<file path="config.mk">
export PLATFORM = sky130hd
export DESIGN_NAME = ascon_permutation
export DESIGN_NICKNAME = d
export VERILOG_FILES = /design/src/rtl/ascon_pkg.sv /design/src/rtl/ascon_round.sv /design/src/rtl/ascon_permutation.sv
export SDC_FILE = /design/constraint.sdc
export NUM_CORES = 2
export LEC_CHECK = 0
export CORE_ASPECT_RATIO = 0.7
export CORE_UTILIZATION = 45
export CTS_BUF_LIST = sky130_fd_sc_hd__clkbuf_8
export DETAILED_ROUTE_END_ITERATION = 8
export PLACE_DENSITY_LB_ADDON = 0.05
export SYNTH_ARGS = -nofsm -noshare
export SYNTH_HDL_FRONTEND = slang
export SYNTH_SLANG_ARGS = --single-unit
</file>
<file path="constraint.sdc">
create_clock -name clk_i -period 2.6 [get_ports clk_i]
set_input_delay 0.26 -clock clk_i [delete_from_list [all_inputs] [get_ports clk_i]]
set_output_delay 0.26 -clock clk_i [all_outputs]
set_load 0.1 [all_outputs]
</file>
<file path="src/rtl/ascon_pkg.sv">
// Shared Ascon definitions: word and state types, round constants, S-box and the
// linear-layer rotate amounts.
package ascon_pkg;

    typedef logic [63:0] u64_t;
    typedef logic [3:0]  rnd_t;

    // x0 occupies the most significant word, matching the flat 320-bit port order.
    typedef struct packed {
        u64_t x0;
        u64_t x1;
        u64_t x2;
        u64_t x3;
        u64_t x4;
    } ascon_state_t;

    typedef enum logic {StIdle, StRun} perm_fsm_e;

    localparam int unsigned ROUNDS_MAX = 12;

    localparam u64_t ASCON128_IV = 64'h80400c0600000000;

    localparam logic [0:11][7:0] RndConst = {
        8'hf0, 8'he1, 8'hd2, 8'hc3, 8'hb4, 8'ha5,
        8'h96, 8'h87, 8'h78, 8'h69, 8'h5a, 8'h4b
    };

    localparam logic [0:31][4:0] Sbox = {
        5'h04, 5'h0b, 5'h1f, 5'h14, 5'h1a, 5'h15, 5'h09, 5'h02,
        5'h1b, 5'h05, 5'h08, 5'h12, 5'h1d, 5'h03, 5'h06, 5'h1c,
        5'h1e, 5'h13, 5'h07, 5'h0e, 5'h00, 5'h0d, 5'h11, 5'h18,
        5'h10, 5'h0c, 5'h01, 5'h19, 5'h16, 5'h0a, 5'h0f, 5'h17
    };

    localparam int unsigned Rot0A = 19;
    localparam int unsigned Rot0B = 28;
    localparam int unsigned Rot1A = 61;
    localparam int unsigned Rot1B = 39;
    localparam int unsigned Rot2A = 1;
    localparam int unsigned Rot2B = 6;
    localparam int unsigned Rot3A = 10;
    localparam int unsigned Rot3B = 17;
    localparam int unsigned Rot4A = 7;
    localparam int unsigned Rot4B = 41;

    function automatic u64_t ror64(input u64_t x, input int unsigned n);
        return (x >> n) | (x << (64 - n));
    endfunction

    // Indices past the last round only occur on unused chain stages; they get no constant.
    function automatic logic [7:0] rnd_const(input rnd_t idx);
        return (idx < rnd_t'(ROUNDS_MAX)) ? RndConst[idx] : 8'h00;
    endfunction

endpackage

</file>
<file path="src/rtl/ascon_round.sv">
// One combinational Ascon round: constant addition, bitsliced S-box, linear diffusion.
module ascon_round
    import ascon_pkg::*;
(
    input  logic [319:0] i_state,
    input  logic [7:0]   i_rc,
    output logic [319:0] o_state
);

    ascon_state_t w_add;
    ascon_state_t w_sub;

    always_comb begin
        w_add = ascon_state_t'(i_state);
        w_add.x2[7:0] = w_add.x2[7:0] ^ i_rc;
    end

    // Each bit column {x0..x4} is one 5-bit S-box lookup, MSB in x0.
    always_comb begin
        w_sub = '0;
        for (int i = 0; i < 64; i++) begin
            {w_sub.x0[i], w_sub.x1[i], w_sub.x2[i], w_sub.x3[i], w_sub.x4[i]} =
                Sbox[{w_add.x0[i], w_add.x1[i], w_add.x2[i], w_add.x3[i], w_add.x4[i]}];
        end
    end

    assign o_state = {
        w_sub.x0 ^ ror64(w_sub.x0, Rot0A) ^ ror64(w_sub.x0, Rot0B),
        w_sub.x1 ^ ror64(w_sub.x1, Rot1A) ^ ror64(w_sub.x1, Rot1B),
        w_sub.x2 ^ ror64(w_sub.x2, Rot2A) ^ ror64(w_sub.x2, Rot2B),
        w_sub.x3 ^ ror64(w_sub.x3, Rot3A) ^ ror64(w_sub.x3, Rot3B),
        w_sub.x4 ^ ror64(w_sub.x4, Rot4A) ^ ror64(w_sub.x4, Rot4B)
    };

endmodule

</file>
<file path="src/rtl/ascon_permutation.sv">
// Iterative Ascon permutation: loads a state on start, applies ROUNDS_PER_CYCLE rounds
// per clock until round index 12, then pulses done.
module ascon_permutation
    import ascon_pkg::*;
#(
    parameter int unsigned ROUNDS_PER_CYCLE = 1
) (
    input  logic         clk_i,
    input  logic         rst_ni,
    input  logic         start_i,
    input  logic [3:0]   nb_rounds_i,
    input  logic [319:0] state_i,
    output logic [319:0] state_o,
    output logic         busy_o,
    output logic         done_o
);

    localparam rnd_t RoundStep = rnd_t'(ROUNDS_PER_CYCLE);

    perm_fsm_e    r_fsm;
    perm_fsm_e    w_fsm_d;
    ascon_state_t r_state;
    ascon_state_t w_state_d;
    rnd_t         r_idx;
    rnd_t         w_idx_d;
    rnd_t         w_idx_after;
    rnd_t         w_nb_clamped;
    logic         r_done;
    logic         w_done_d;

    ascon_state_t w_chain [ROUNDS_PER_CYCLE+1];

    assign w_chain[0] = r_state;

    for (genvar g = 0; g < ROUNDS_PER_CYCLE; g++) begin : g_round
        ascon_round u_round (
            .i_state (w_chain[g]),
            .i_rc    (rnd_const(r_idx + rnd_t'(g))),
            .o_state (w_chain[g+1])
        );
    end

    // Out-of-range requests run the full 12 rounds; two-round stepping needs an even count.
    always_comb begin
        w_nb_clamped = nb_rounds_i;
        if (nb_rounds_i == '0 || nb_rounds_i > rnd_t'(ROUNDS_MAX)) begin
            w_nb_clamped = rnd_t'(ROUNDS_MAX);
        end
        if (ROUNDS_PER_CYCLE == 2 && w_nb_clamped[0]) begin
            w_nb_clamped = w_nb_clamped + 4'd1;
        end
    end

    assign w_idx_after = r_idx + RoundStep;

    always_comb begin
        w_fsm_d   = r_fsm;
        w_state_d = r_state;
        w_idx_d   = r_idx;
        w_done_d  = 1'b0;
        unique case (r_fsm)
            StIdle: begin
                if (start_i) begin
                    w_fsm_d   = StRun;
                    w_state_d = ascon_state_t'(state_i);
                    w_idx_d   = rnd_t'(ROUNDS_MAX) - w_nb_clamped;
                end
            end
            StRun: begin
                w_state_d = w_chain[ROUNDS_PER_CYCLE];
                w_idx_d   = w_idx_after;
                if (w_idx_after >= rnd_t'(ROUNDS_MAX)) begin
                    w_fsm_d  = StIdle;
                    w_done_d = 1'b1;
                end
            end
        endcase
    end

    always_ff @(posedge clk_i or negedge rst_ni) begin
        if (!rst_ni) begin
            r_fsm   <= StIdle;
            r_state <= '0;
            r_idx   <= '0;
            r_done  <= 1'b0;
        end else begin
            r_fsm   <= w_fsm_d;
            r_state <= w_state_d;
            r_idx   <= w_idx_d;
            r_done  <= w_done_d;
        end
    end

    assign state_o = r_state;
    assign busy_o  = (r_fsm == StRun);
    assign done_o  = r_done;

endmodule

</file>
==> results.ini <==
[outcome]
outcome = complete, but fails checks
failed_checks = setup timing

[synthesis]
ys.flop_type = dfrtp_1
synth_top_family_by_area = XOR/XNOR gates
syn_inst = 3854
netlist_top_cells_area = dfrtp_1, xnor2_1, ha_1, mux2i_1, xor2_1
synth_nets = 4513
netlist_area_um2 = 34530
syn_area_per_cell_um2 = 8.959
synth-adder-area-share_pct = 13.43
ys_seq_elements = 326
async_flop_share_pct = 100.0
ys_types = 71
synth-xor-area-share_pct = 23.21
synth-edff-count = 0
synthMuxAreaShare_pct = 12.91
synth_compound_area_share_pct = 10.73
synthSimpleGateAreaFrac_pct = 11.07
seq_area_frac_synth_pct = 23.63
yosysTopAreaCell = dfrtp_1
yosysTopAreaCellShare_pct = 23.63
synth_warnings = 0

[placed_design]
gp_congestion = 1.097
dp_hpwl_um = 141800
io_buffer_count = 648
dp.cells = 5807

[floorplanning]
io_pins = 649
die_width_um = 333.1
row_count = 84
start_util_pct = 45.76
dieArea_um2 = 77860
die_y_um = 233.8
core_um2 = 75460

[timing]
rsz0062_at_grt = yes
timing.hold.ws_ns = 0.01819
clock_skew_ns = 0.04723
final.period_utilization_pct = 100.5
fin_ws_ns = -0.01377
max_slew_margin_pct = 20.76
slew_violations = 0
tightest_slew_ns = 1.180
setup_viol = 1
hold_violations = 0
min_period_ns = 2.614
fmax_mhz = 382.6

[worst_setup_path]
crit_type = flip-flop to flip-flop
crit_fanout = 5
cp_num_buf_inv = 1
arrival_ns = 3.29
critPathRequiredTime_ns = 3.28
path_cells = inv_2, ha_2, or2_4, maj3_1, mux4_2, xnor3_2, a21oi_2
startpoint_type = flip-flop
slowest_delay_ns = 0.61
cp_top_family = multiplexers
crit_slowest_cell = mux4_2
r2r_end = state_o[200]
reg2reg_slack_ns = -0.01
end_kind = flip-flop
worst-path-stages = 7
worst-r2r-cell-count = 7
r2r-start = state_o[69]

[global_route]
top_usage_layer = met2
grt_use_met2_pct = 62.00
grt_use_met1_pct = 59.69
use_met3_pct = 10.70
antenna_found_initial = 3
grt_pass1_vias = 30545
grt_pass1_wl_um = 232100
grt_usage_pct = 42.29
grt-ovfl-total = 0
grt_max_degree = 101

[drt]
wirelength_um = 169600
first_pass_iters = 6
dr_total_vias = 33645
drc = 0
viasPerCell = 5.672
drtIter0Drc = 4208
wire_per_inst_um = 28.59
final_antenna_net_count = 0

[finish]
drive_above_1_share_pct = 23.84
synthToLayoutAreaGrowth_pct = 35.60
finish.utilization_pct = 62.04
final_cells = 5932
nets = 5549

[run]
max_cap_viol_count = 0

[clock_network]
clkSinkCount = 326
cts_buffers = 61
htreeDepth = 2
cts_tree = built
clockBufferDepth = 3
clk_pin_slew_ns = 0.06
clock_latency_ns = 0.76
root_buffer = clkbuf_8

[worst_hold_path]
min_path_type = input port to async pin

cell usage in the layout (no fill, tap or decap), types with 13 or more instances in the layout:
cell type | Yosys | final
buf_4 | 2 | 808
xnor2_1 | 543 | 539
mux2i_1 | 393 | 393
ha_1 | 332 | 324
clkdlybuf4s50_1 | 0 | 324
nand2_1 | 321 | 320
o21ai_0 | 276 | 276
inv_1 | 251 | 255
xor2_1 | 258 | 255
dfrtp_1 | 326 | 190
nor2_1 | 112 | 112
dfrtp_2 | 0 | 104
a21oi_1 | 104 | 103
nor2b_1 | 91 | 91
nand2b_1 | 84 | 84
clkbuf_8 | 0 | 82
or3_1 | 65 | 65
a31oi_1 | 58 | 56
a211oi_1 | 48 | 47
nor3_1 | 41 | 41
maj3_1 | 47 | 41
o21ai_1 | 37 | 37
xnor3_1 | 38 | 37
buf_12 | 0 | 35
dfrtp_4 | 0 | 32
a21o_1 | 26 | 26
nand3_1 | 23 | 23
inv_2 | 10 | 19
mux4_2 | 16 | 16
clkinv_2 | 0 | 14
o211a_1 | 13 | 13
and3_1 | 14 | 13
cell families (layout without fill, tap and decap cells):
logic type,after synthesis,in the layout
fa+ha+maj,380,380
other cells,0,1
buf+inv,459,1547
compound gates,629,629
flops,326,326
mux,423,423
simple gates,792,792
xor+xnor,845,845
registers in the layout, indices dropped and copies added (netlist names):
| name | flops |
|---|---|
| done_o | 1 |
| state_o | 320 |
| r_idx | 4 |
| busy_o | 1 |
cell type report:
class / instances / area, um^2
inverters: 262 / 988.4
well taps: 989 / 1237
diodes: 1 / 2.502
repair buffers: 1170 / 10050
multi-input cells: 3069 / 24780
fillers: 6792 / 28640
flip-flops and latches: 326 / 8408
clock inverters: 33 / 225.2
clock buffers: 82 / 1129
synthesized netlist by cell type (all sizes together) (24+ instances only):
cell,count
clkbuf,173
ha,332
buf,24
mux2i,395
or3,65
a31oi,58
xnor2,543
a21oi,106
nor2,112
nor3,41
maj3,48
a21o,26
nand2,321
xnor3,38
a211oi,49
nor2b,92
nand2b,84
inv,261
dfrtp,326
xor2,258
o21ai,313
per-layer routing:
layer	part of all wire [%]	up-vias
met4	4.1	2
met2	42	1781
li1	-	14955
met1	43	16602
met5	0.0077	-
met3	11	305
how the worst max path moves through the flow:
| stage | endpoint | from |
|---|---|---|
| 2_1_floorplan | state_o[221] | state_o[93] |
| 3_3_place_gp | state_o[45] | state_o[116] |
| 3_5_place_dp | state_o[45] | state_o[116] |
| 4_1_cts | state_o[32] | state_o[96] |
| 5_1_grt | state_o[200] | state_o[69] |
| 6_report | state_o[200] | state_o[69] |
worst reg2reg max path: stages, from the launching register on:
cell	delay [ns]
dfrtp_4	0.44
inv_2	0.06
ha_2	0.16
or2_4	0.25
maj3_1	0.34
mux4_2	0.61
xnor3_2	0.54
a21oi_2	0.15
through the flow:
stage	cell area (um^2)	setup slack (ns)	setup TNS, ns
2_1_floorplan	34810	-0.09614	-0.09614
3_3_place_gp	45270	-0.1148	-0.2844
3_5_place_dp	45270	-0.09481	-0.2840
4_1_cts	46660	0.01020	0
5_1_grt	46820	-0.02195	-0.02587
6_report	46820	-0.01377	-0.01377
timing repair:
item | CTS | global route
pin swaps | 0 | 9
resized for setup | 3 | 26
buffers inserted | 1 | 7
hold endpoints to repair | 261 | 0
endpoints found under the setup margin | 4 | 18
hold buffers | 1 | 0
Power is left out: the tool's default activity adds up to more than one toggle a clock period on the data nets, which glitch-free logic cannot reach.
